### src/rtl/dc_param_sequencer_pkg.sv
// Shared types and constants for the ADC-to-duty-cycle parameter load path.
// Latency: n/a (types only).
// Backpressure: n/a. The same enums and codes are used by conc_logic.
package dc_seq_pkg;

  typedef enum logic [2:0] {
    IDLE = 3'd0,
    CONV = 3'd1,
    WAIT = 3'd2,
    LOAD = 3'd3,
    HOLD = 3'd4,
    DONE = 3'd5,
    ERR  = 3'd6
  } state_t;

  localparam logic [2:0] OP0     = 3'b000;
  localparam logic [2:0] OP1     = 3'b001;
  localparam logic [2:0] OP2     = 3'b010;
  localparam logic [2:0] OP3     = 3'b011;
  localparam logic [2:0] OP4     = 3'b100;
  localparam logic [2:0] OP5     = 3'b101;
  localparam logic [2:0] OP6     = 3'b110;
  // Any op value of OP_FAIL makes conc_logic fall back to its default timings.
  localparam logic [2:0] OP_FAIL = 3'b111;

  localparam logic [1:0] SW_HON  = 2'b00;
  localparam logic [1:0] SW_LON  = 2'b01;
  localparam logic [1:0] SW_DT   = 2'b10;

endpackage

### src/rtl/dc_param_sequencer_if.sv
// Bundles the start/ADC handshake and the conc_logic load bus of the sequencer.
// Latency: n/a (wiring only).
// Backpressure: none. The ADC answers with a one-cycle adc_done pulse, and conc_logic takes one valid pulse per field.
//   master: sequencer view. It drives adc_start, ADC_res, op, switch, valid, busy, done and error.
//   slave : environment view. It drives start, op_cfg, adc_done and adc_data.
interface dc_param_sequencer_if #(
  parameter int ADC_width = 8
);
  logic                 start;
  logic [2:0]           op_cfg;
  logic                 adc_start;
  logic                 adc_done;
  logic [ADC_width-1:0] adc_data;
  logic [ADC_width-1:0] ADC_res;
  logic [2:0]           op;
  logic [1:0]           switch;
  logic                 valid;
  logic                 busy;
  logic                 done;
  logic                 error;

  modport master (
    input  start, op_cfg, adc_done, adc_data,
    output adc_start, ADC_res, op, switch, valid, busy, done, error
  );

  modport slave (
    output start, op_cfg, adc_done, adc_data,
    input  adc_start, ADC_res, op, switch, valid, busy, done, error
  );
endinterface

### src/rtl/dc_param_sequencer_timer.sv
// ADC conversion timeout counter. It is cleared while a conversion is requested and counts while the sequencer waits.
// Latency: o_expired is decoded from the count register, so it is valid in the cycle in which the count reaches TO_CYCLES.
// Backpressure: none. The count saturates at TO_CYCLES and holds there until the next clear.
//   clk, rst   : clock and asynchronous active-high reset
//   i_clear    : force the count to zero (takes priority over i_enable)
//   i_enable   : increment the count by one
//   o_expired  : the count equals TO_CYCLES
module dc_seq_timer #(
  parameter int TO_CYCLES = 255
) (
  input  logic clk,
  input  logic rst,
  input  logic i_clear,
  input  logic i_enable,
  output logic o_expired
);
  localparam int W = $clog2(TO_CYCLES + 1);

  logic [W-1:0] r_timer;

  assign o_expired = (r_timer == W'(TO_CYCLES));

  always_ff @(posedge clk or posedge rst) begin
    if (rst) begin
      r_timer <= '0;
    end else if (i_clear) begin
      r_timer <= '0;
    end else if (i_enable && !o_expired) begin
      r_timer <= r_timer + 1'b1;
    end
  end
endmodule

### src/rtl/dc_param_sequencer.sv
// Runs three SAR conversions per start request and loads the results into conc_logic in the order H_on, L_on, DeadTime.
// Latency: start to adc_start is 1 clk, adc_done to valid is 1 clk, valid to the next adc_start is 2 clk. With a zero-wait ADC, start to done is 13 clk.
// Backpressure: a start request while busy is dropped, and adc_done outside WAIT is ignored. A conversion that takes too long aborts through ERR.
//   clk, rst : clock and asynchronous active-high reset
//   bus      : start/op_cfg/ADC handshake inputs and the conc_logic load outputs (master modport)
module dc_param_sequencer
  import dc_seq_pkg::*;
#(
  parameter int ADC_width = 8,
  parameter int TO_CYCLES = 255
) (
  input  logic                  clk,
  input  logic                  rst,
  dc_param_sequencer_if.master  bus
);

  state_t               r_state,   w_state_nxt;
  logic [ADC_width-1:0] r_adc_res, w_adc_res_nxt;
  logic [2:0]           r_op,      w_op_nxt;
  logic [1:0]           r_switch,  w_switch_nxt;
  logic                 r_error,   w_error_nxt;
  logic                 w_expired;

  dc_seq_timer #(.TO_CYCLES(TO_CYCLES)) u_timer (
    .clk      (clk),
    .rst      (rst),
    .i_clear  (r_state == CONV),
    .i_enable (r_state == WAIT),
    .o_expired(w_expired)
  );

  always_ff @(posedge clk or posedge rst) begin
    if (rst) begin
      r_state   <= IDLE;
      r_adc_res <= '0;
      r_op      <= OP0;
      r_switch  <= SW_HON;
      r_error   <= 1'b0;
    end else begin
      r_state   <= w_state_nxt;
      r_adc_res <= w_adc_res_nxt;
      r_op      <= w_op_nxt;
      r_switch  <= w_switch_nxt;
      r_error   <= w_error_nxt;
    end
  end

  always_comb begin
    w_state_nxt   = r_state;
    w_adc_res_nxt = r_adc_res;
    w_op_nxt      = r_op;
    w_switch_nxt  = r_switch;
    w_error_nxt   = r_error;
    unique case (r_state)
      IDLE: begin
        if (bus.start) begin
          if (bus.op_cfg != OP_FAIL) begin
            w_op_nxt     = bus.op_cfg;
            w_switch_nxt = SW_HON;
            w_error_nxt  = 1'b0;
            w_state_nxt  = CONV;
          end else begin
            w_op_nxt    = OP_FAIL;
            w_error_nxt = 1'b1;
            w_state_nxt = ERR;
          end
        end
      end
      CONV: w_state_nxt = WAIT;
      WAIT: begin
        // When a conversion result and the timeout arrive in the same cycle, the result is used.
        if (bus.adc_done) begin
          w_adc_res_nxt = bus.adc_data;
          w_state_nxt   = LOAD;
        end else if (w_expired) begin
          w_op_nxt    = OP_FAIL;
          w_error_nxt = 1'b1;
          w_state_nxt = ERR;
        end
      end
      LOAD: w_state_nxt = HOLD;
      // conc_logic samples on valid delayed by one clk, so the bus stays unchanged for one more cycle.
      HOLD: begin
        if (r_switch == SW_DT) begin
          w_state_nxt = DONE;
        end else begin
          w_switch_nxt = r_switch + 2'd1;
          w_state_nxt  = CONV;
        end
      end
      DONE: w_state_nxt = IDLE;
      // OP_FAIL is shown for exactly one cycle so that conc_logic reverts to its defaults. The op code is then cleared.
      ERR: begin
        w_op_nxt    = OP0;
        w_state_nxt = IDLE;
      end
      default: w_state_nxt = IDLE;
    endcase
  end

  assign bus.adc_start = (r_state == CONV);
  assign bus.valid     = (r_state == LOAD);
  assign bus.done      = (r_state == DONE);
  assign bus.busy      = (r_state != IDLE);
  assign bus.ADC_res   = r_adc_res;
  assign bus.op        = r_op;
  assign bus.switch    = r_switch;
  assign bus.error     = r_error;

endmodule

### src/flat_wrapper.sv
// flat-port wrapper written by rule: the top's interface ports become plain ports
module dc_param_sequencer_flat import dc_seq_pkg::*;
#(
  parameter int ADC_width = 8,
  parameter int TO_CYCLES = 255
)
  (clk, rst, bus_start, bus_op_cfg, bus_adc_done, bus_adc_data, bus_adc_start, bus_ADC_res, bus_op, bus_switch, bus_valid, bus_busy, bus_done, bus_error);
  dc_param_sequencer_if #(.ADC_width(ADC_width)) bus_i ();
  input  logic clk;
  input  logic rst;
  input wire logic [$bits(bus_i.start)-1:0] bus_start;
  input wire logic [$bits(bus_i.op_cfg)-1:0] bus_op_cfg;
  input wire logic [$bits(bus_i.adc_done)-1:0] bus_adc_done;
  input wire logic [$bits(bus_i.adc_data)-1:0] bus_adc_data;
  output wire logic [$bits(bus_i.adc_start)-1:0] bus_adc_start;
  output wire logic [$bits(bus_i.ADC_res)-1:0] bus_ADC_res;
  output wire logic [$bits(bus_i.op)-1:0] bus_op;
  output wire logic [$bits(bus_i.switch)-1:0] bus_switch;
  output wire logic [$bits(bus_i.valid)-1:0] bus_valid;
  output wire logic [$bits(bus_i.busy)-1:0] bus_busy;
  output wire logic [$bits(bus_i.done)-1:0] bus_done;
  output wire logic [$bits(bus_i.error)-1:0] bus_error;
  assign bus_i.start = bus_start;
  assign bus_i.op_cfg = bus_op_cfg;
  assign bus_i.adc_done = bus_adc_done;
  assign bus_i.adc_data = bus_adc_data;
  assign bus_adc_start = bus_i.adc_start;
  assign bus_ADC_res = bus_i.ADC_res;
  assign bus_op = bus_i.op;
  assign bus_switch = bus_i.switch;
  assign bus_valid = bus_i.valid;
  assign bus_busy = bus_i.busy;
  assign bus_done = bus_i.done;
  assign bus_error = bus_i.error;
  dc_param_sequencer #(.ADC_width(ADC_width), .TO_CYCLES(TO_CYCLES)) u_core (.clk(clk), .rst(rst), .bus(bus_i));
endmodule
### config.mk
export PLATFORM = sky130hd
export DESIGN_NAME = dc_param_sequencer_flat
export DESIGN_NICKNAME = d
export VERILOG_FILES = /design/src/rtl/dc_param_sequencer_pkg.sv /design/src/rtl/dc_param_sequencer_if.sv /design/src/rtl/dc_param_sequencer_timer.sv /design/src/rtl/dc_param_sequencer.sv /design/src/flat_wrapper.sv
export SDC_FILE = /design/constraint.sdc
export NUM_CORES = 1
export LEC_CHECK = 0
export ABC_AREA = 1
export CORE_AREA = 2 2 57 53
export CTS_BUF_LIST = sky130_fd_sc_hd__clkbuf_4 sky130_fd_sc_hd__clkbuf_8 sky130_fd_sc_hd__clkbuf_16
export DETAILED_ROUTE_END_ITERATION = 7
export DIE_AREA = 0 0 59 55
export HOLD_SLACK_MARGIN = 0.05
export PLACE_DENSITY = 0.81
export REMOVE_ABC_BUFFERS = 1
export SETUP_SLACK_MARGIN = 0.1
export SYNTH_ARGS = -nofsm -noshare
export SYNTH_HDL_FRONTEND = slang
export SYNTH_SLANG_ARGS = --single-unit
### constraint.sdc
create_clock -name clk -period 4.35 [get_ports clk]
set_clock_uncertainty 0.2 [all_clocks]
set_input_delay 0.87 -clock clk [delete_from_list [all_inputs] [get_ports clk]]
set_output_delay 0.87 -clock clk [all_outputs]
set_load 0.005 [all_outputs]
; ---- After elaboration in Yosys (flattened, before gate mapping)
; Cells that the tools add are included.
[word_totals]
reg_bits = 25
input_bits = 15
output_inout_bits = 18
[classes]
addsub = 2
n_eq_ne = 15
n_mux = 22
reduce_logical = 13
[op_table]
columns = operator, count
row1 = 3-bit 2-to-1 mux, 9
row2 = 8-bit 2-to-1 mux, 2
row3 = 3-bit one-hot mux with 5 select lines, 1
row4 = 4-bit AND reduction, 3
row5 = "3-bit == test, second input constant", 3
row6 = 3-bit one-hot mux with 3 select lines, 1
row7 = "8-bit by 1-bit adder with 8-bit output, second input constant", 1
row8 = "8-bit == test, second input constant", 1
row9 = "3-bit by 2-bit == test with 1-bit output, second input constant", 2
row10 = 2-bit 2-to-1 mux, 3
row11 = "2-bit inequality test, second input constant", 3
row12 = 2-bit nonzero test, 3
row13 = 3-bit nonzero test, 2
row14 = 1-bit 2-to-1 mux, 4
row15 = "2-bit by 1-bit inequality test with 1-bit output, second input constant", 2
row16 = 2-bit one-hot mux with 2 select lines, 1
row17 = 2-bit AND reduction, 2
row18 = "3-bit by 1-bit == test with 1-bit output, second input constant", 1
row19 = 3-bit logical NOT, 1
row20 = "3-bit by 2-bit inequality test with 1-bit output, second input constant", 1
row21 = "3-bit inequality test, second input constant", 1
row22 = "2-bit by 1-bit adder with 2-bit output, second input constant", 1
row23 = "2-bit == test, second input constant", 1
row24 = 1-bit one-hot mux with 2 select lines, 1
row25 = other kinds (2), 2

; ---- Depth between registers and ports, before layout
; Gate-level depths: netlist (run 1).
[logic_depth]
depth_word = 5
depth_mapped = 9
ltp_nobuf = 9

; ---- Hierarchy
; A second synthesis (run 1) with hierarchy kept.
[unflattened]
cells_unflattened = 192
hier_area_um2 = 1401.3
[by_module_without_submodules]
columns = mod, n_inst, cells_each, area_each_um2, seq_area_each_um2
row1 = dc_param_sequencer, 1, 123, 894.6, 425.4
row2 = dc_seq_timer, 1, 69, 506.7, 200.2

; ---- Worst setup path before layout (run 1)
; Ideal clock, no wire load.
[synth_path]
path_type = reg2out
startpoint = reg u_core.r_state[0]
endpoint = out bus_busy
arrival_ps = 801
required_time_ps = 3280
path_slack_ps = 2479
stages_incl_launch_ff = 4
n_path_buf = 1
cell_sequence = dfrtp_1 buf_4 nor2_2 nand2_1
[synth_via]
elab_chain_cells = 1
[synth_lines]
columns = item, line_no
row1 = "start, declared", dc_param_sequencer.sv:17  ; state_t r_state, w_state_nxt;
row2 = "start signal, assigned", dc_param_sequencer.sv:40  ; r_state <= w_state_nxt;
row3 = 3-bit nonzero test, dc_param_sequencer.sv:104  ; assign bus.busy = (r_state != IDLE);
row4 = "end, declared", flat_wrapper.sv:20  ; output wire logic [$bits(bus_i.busy)-1:0] bus_busy;
; No other way between the ends.

; ---- Final worst setup path (run 1)
[layout_path]
startpoint = reg u_core.r_state[0]
endpoint = out bus_adc_start
[layout_via]
elab_chain_cells = 1
[layout_lines]
columns = item, line_no
row1 = 3-bit by 1-bit == test with 1-bit output, dc_param_sequencer.sv:101  ; assign bus.adc_start = (r_state == CONV);
row2 = "end, declared", flat_wrapper.sv:15  ; output wire logic [$bits(bus_i.adc_start)-1:0] bus_adc_start;
; No other way between the ends.

==> results.md, run 1 <==
* # H-tree levels at 1
* Synth unique cells at 20
* Hold Vio Cnt, Final at 0
* Setup_tns at 0 ps
* Critical path class: reg2out
* Critical Path Sink Type: output pin
* Setup violators final at 0
* Most common cell after layout, fill and taps aside: nand2_1
* DR vias at 1221
* Vias in the first global route at 1209
* Largest net degree at the start of global routing at 26
* Achievable frequency at 0.348 GHz
* Worst-path clk slew at 130 ps
* Die area at 0.00325 mm^2
* Skew-Pair Late Insertion Delay at 310 ps
* First-pass GRT wire length at 4.95 mm
* Max Cap Viol at 0
* Status: complete, no violations
* RSZ-0062 raised after global routing: no
* Util after Layout at 0.638
* Register area share after synthesis at 0.473
* Pre-CTS setup slack at 1780 ps
* Worst vdd ir at 0.000344 V
* Mapped Avg Cell Area at 7.35 um^2
* Drt total wl at 2.83 mm
* Worst setup SP type: register
* Port bufs at 32
* Flops & latches, synth at 25
* # IOs at 33
* Initial DRC count at 40
* Rel. slew slack at 0.375
* Worst-path maximum fanout at 11
* Type of the worst min-delay path: reg2reg
* Final worst path period share at 0.660
* Root Buffer Master: clkbuf_4
* Final worst-path setup slack at 1480 ps
* GPL Wtd Cong at 0.818
* Clock Sinks at 25
* Worst Path Required at 3280 ps
* Tmin final at 2870 ps
* Total GRT Usage at 0.196
* GR Overflow Total at 0
* Number of diodes at 0
* Initial antenna violation count at 0
* Ys Warns at 0
* Post-CTS Setup Bufs at 0
* CORE AREA at 0.00266 mm^2
* Layout fillers at 245
* Leak at 0.886 nW
* Slew Limit Fails at 0
* Drt drc at 0
* DR WL/cell at 11.6 um
* CP arrival at 1800 ps
* Core Rows at 18
* Die W at 59 um
* Die H at 55 um
* TritonCTS Buffers at 3
* Hold buffer count at CTS at 0
* Worst slew pin tran at 936 ps
* Post-cts sizing count at 0
* Drt pass-1 iters at 4
* Power per standard cell area at 584 mW/mm^2
* CTS tree: yes
* HPWL Detailed at 2.21 mm
* Starting Density at 0.498
* Area delta synth->final at 28.2%
* Detail-routed via count per cell at 5.00
* Max clock buf depth at 2
* Post-synthesis cell count at 180
* Most frequent cells in the layout: 70 x nand2_1, 32 x clkdlybuf4s50_1, 25 x dfrtp_1
* Share of post-route cells with drive strength above 1 at 0.0841
* Synthesized area at 0.00132 mm^2
* Final instance area at 0.00170 mm^2
* Area after DPL at 0.00167 mm^2
* Post-route ant nets at 0
* Nets at 232
## power breakdown
| group | switching, mW | internal (mW) | total [mW] |
|---|---|---|---|
| Sequential | 0.0758 | 0.316 | 0.391 |
| Clock | 0.0682 | 0.0343 | 0.102 |
| Combinational | 0.262 | 0.235 | 0.497 |
## cells in the mapped netlist
library cell / count / area, um^2
nor3_4: 1 / 16.3
buf_4: 1 / 7.51
clkinv_1: 1 / 3.75
nor2_2: 1 / 6.26
xor2_1: 3 / 26.3
nor2_1: 16 / 60.1
buf_2: 1 / 5.00
dfrtp_1: 25 / 626
o21ai_1: 2 / 10.0
a21oi_1: 4 / 20.0
inv_1: 13 / 48.8
inv_2: 9 / 33.8
nand3_2: 1 / 10.0
nand4_1: 7 / 43.8
nand3_1: 14 / 70.1
nor3_1: 2 / 10.0
ha_1: 2 / 25.0
nand2_1: 70 / 263
nand2_2: 2 / 12.5
o21ai_0: 5 / 25.0
## routing by layer
metal	GRT usage	vias to the layer above	wire length [um]
met5	0	-	0
met4	0.0492	0	21
met3	0.0256	2	95
met2	0.357	31	1380
met1	0.250	555	1330
li1	-	633	-
## layout make-up
cell class	count	area (um^2)	area share
flip-flops and latches	25	626	0.369
multi-input cells	130	598	0.353
repair buffers	32	320	0.189
inverters	23	86.3	0.0509
well taps	30	37.5	0.0221
clock buffers	3	22.5	0.0133
clock inverters	1	5.00	0.00295
## cells by family after synthesis
family | synth area share
and+or+nand+nor | 0.372
adders and majority gates | 0.0189
AOI/OAI and AO/OA | 0.0416
DFF | 0.473
xor gates and xnor gates | 0.0199
buffers and inverters | 0.0747
## critical path, stage by stage (launching register included)
cell,delay (ps)
dfrtp_1,610
nand3_2,240
inv_2,140
clkdlybuf4s50_1,500
## sequential cells by signal, summed over array words and instances (netlist names)
name	cells
u_core.u_timer.r_timer	8
u_core.bus.ADC_res	8
u_core.bus.error	1
u_core.r_state	3
u_core.bus.op	3
u_core.bus.switch	2
## final timing paths
kind                              startpoint               endpoint  slack, ps  cells after the start
min reg2reg                 u_core.bus.op[2]       u_core.bus.op[2]        290                      2
max in group asynchronous                rst       u_core.bus.op[1]       2530                      2
min in group asynchronous                rst  u_core.bus.ADC_res[4]        850                      2
max                        u_core.r_state[0]          bus_adc_start       1480                      3
min                         u_core.bus.op[2]       u_core.bus.op[2]        290                      2
max reg2reg                u_core.r_state[0]       u_core.bus.op[1]       2510                      7
## metrics by stage
step	power, mW	cells	hold WS (ps)
floorplan	0.672	178	264
global placement	0.873	240	257
detailed placement	0.896	240	262
CTS	1.00	244	296
global route	1.08	244	306
finish	0.991	244	289
(Power assumes the default switching activity.)
==> run 2: changes to the inputs <==
--- a/config.mk
+++ b/config.mk
@@ -6,12 +6,12 @@
 export NUM_CORES = 1
 export LEC_CHECK = 0
 export ABC_AREA = 1
-export CORE_AREA = 2 2 57 53
+export CORE_AREA = 2 2 59 55
 export CTS_BUF_LIST = sky130_fd_sc_hd__clkbuf_4 sky130_fd_sc_hd__clkbuf_8 sky130_fd_sc_hd__clkbuf_16
 export DETAILED_ROUTE_END_ITERATION = 7
-export DIE_AREA = 0 0 59 55
+export DIE_AREA = 0 0 61 57
 export HOLD_SLACK_MARGIN = 0.05
-export PLACE_DENSITY = 0.81
+export PLACE_DENSITY = 0.76
 export REMOVE_ABC_BUFFERS = 1
 export SETUP_SLACK_MARGIN = 0.1
 export SYNTH_ARGS = -nofsm -noshare
==> constraint.sdc (replaced) <==
create_clock -name clk -period 2.7 [get_ports clk]
set_clock_uncertainty 0.2 [all_clocks]
set_input_delay 0.54 -clock clk [delete_from_list [all_inputs] [get_ports clk]]
set_output_delay 0.54 -clock clk [all_outputs]
set_load 0.005 [all_outputs]
==> results.md, run 2 (synthesized netlist as in run 1, its figures left out) <==
* Max clock buf depth at 2
* Worst setup SP type: register
* Worst Path Required at 1960 ps
* Setup_tns at 0 ps
* Initial antenna violation count at 0
* Nets at 234
* Worst path depth at 4
* Drt pass-1 iters at 4
* Setup violators final at 0
* Clock Sinks at 25
* Reg2reg path depth at 9
* Initial DRC count at 30
* Crit-path leading delay family: buffers and inverters
* HPWL Detailed at 2.01 mm
* Layout fillers at 274
* Max Cap Viol at 0
* Port bufs at 32
* Tmin final at 2470 ps
* TritonCTS Buffers at 3
* Most frequent cells in the layout: 70 x nand2_1, 32 x clkdlybuf4s50_1, 23 x dfrtp_1
* Hold buffer count at CTS at 0
* Share of post-route cells with drive strength above 1 at 0.102
* Rel. slew slack at 0.791
* R2R Path End: u_core.u_timer.r_timer[4]
* Slowest library cell on the worst path: clkdlybuf4s50_1
* Vias in the first global route at 1123
* Type of the worst min-delay path: reg2reg
* # H-tree levels at 1
* Die area at 0.00348 mm^2
* Status: complete, no violations
* Power per standard cell area at 928 mW/mm^2
* Most common cell after layout, fill and taps aside: nand2_1
* RSZ-0062 raised after global routing: no
* DR vias at 1215
* Detail-routed via count per cell at 4.71
* # IOs at 33
* GR Overflow Total at 0
* Final worst path period share at 0.915
* Crit-path most repeated cell: inv_2
* Crit path cell chain: inv_2 > nand3_2 > inv_2 > clkdlybuf4s50_1
* Worst-path maximum fanout at 7
* Core Rows at 19
* Die W at 61 um
* Achievable frequency at 0.405 GHz
* Util after Layout at 0.592
* Hold Vio Cnt, Final at 0
* Skew-Pair Late Insertion Delay at 320 ps
* Worst slew pin tran at 314 ps
* CTS tree: yes
* Largest net degree at the start of global routing at 26
* Worst r2r src: u_core.u_timer.r_timer[0]
* Critical path class: reg2out
* CP arrival at 1730 ps
* Drt drc at 0
* Worst-path clk slew at 140 ps
* Worst vdd ir at 0.000602 V
* DR WL/cell at 10.2 um
* First-pass GRT wire length at 4.63 mm
* Min-delay src: u_core.bus.op[1]
* GPL Wtd Cong at 0.791
* Slew Limit Fails at 0
* Critical Path Sink Type: output pin
* CORE AREA at 0.00292 mm^2
* Area delta synth->final at 30.8%
* Total GRT Usage at 0.170
* Critical path startpoint: u_core.r_state[1]
* CP max stage delay at 500 ps
* Worst setup path end: bus_adc_start
* Drt total wl at 2.64 mm
* Root Buffer Master: clkbuf_4
* Number of diodes at 0
* CP bufs+invs at 3
* R2r setup slk at 950 ps
* Die H at 57 um
* Leak at 0.893 nW
* Post-route ant nets at 0
* Starting Density at 0.452
==> run 2: worst min path at each step <==
stage / cells after the start / to
after floorplan: 2 / u_core.bus.error
after global placement: 2 / u_core.bus.op[2]
after detailed placement: 2 / u_core.bus.op[1]
after CTS: 2 / u_core.bus.op[1]
after global routing: 2 / u_core.bus.error
final: 2 / u_core.bus.op[1]
==> run 2: final cells by class <==
type                            count  area, um^2  share of cell area
Inverter                           23        86.3              0.0499
Multi-Input combinational cell    130         598               0.346
Timing Repair Buffer               34         335               0.194
Tap cell                           42        52.6              0.0304
Sequential cell                    25         628               0.363
Clock buffer                        4        30.0              0.0174
==> run 2: layer usage <==
layer  up-vias  routed length, um  GRT usage
met5         -                  0          0
met4         0                 36     0.0373
met3         4                105     0.0249
met2        26               1190      0.273
met1       547               1300      0.243
li1        638                  -          -
==> run 2: worst min-delay path, stage by stage (launching register included) <==
cell and delay (ps):
dfrtp_1 370, nand2_1 50, nand2_1 40
==> run 2: where the power goes <==
group          internal [mW]  switching (mW)
logic                  0.384           0.412
clock network         0.0678           0.113
registers              0.511           0.119
==> run 2: what timing repair did <==
item                                    4_1_cts  5_1_grt
endpoints found under the setup margin        0        1
hold endpoints to repair                      0        0
resized for setup                             0        2
buffers inserted                              0        0
==> run 2: stage by stage <==
step	cells	setup slack [ps]	instance area, um^2	power [mW]	hold WS (ps)
after floorplan	178	1120	1310	1.08	264
after global placement	254	559	1700	1.43	259
after detailed placement	254	541	1700	1.44	262
after CTS	258	165	1730	1.62	295
after global routing	258	119	1730	1.76	319
final	258	230	1730	1.61	287
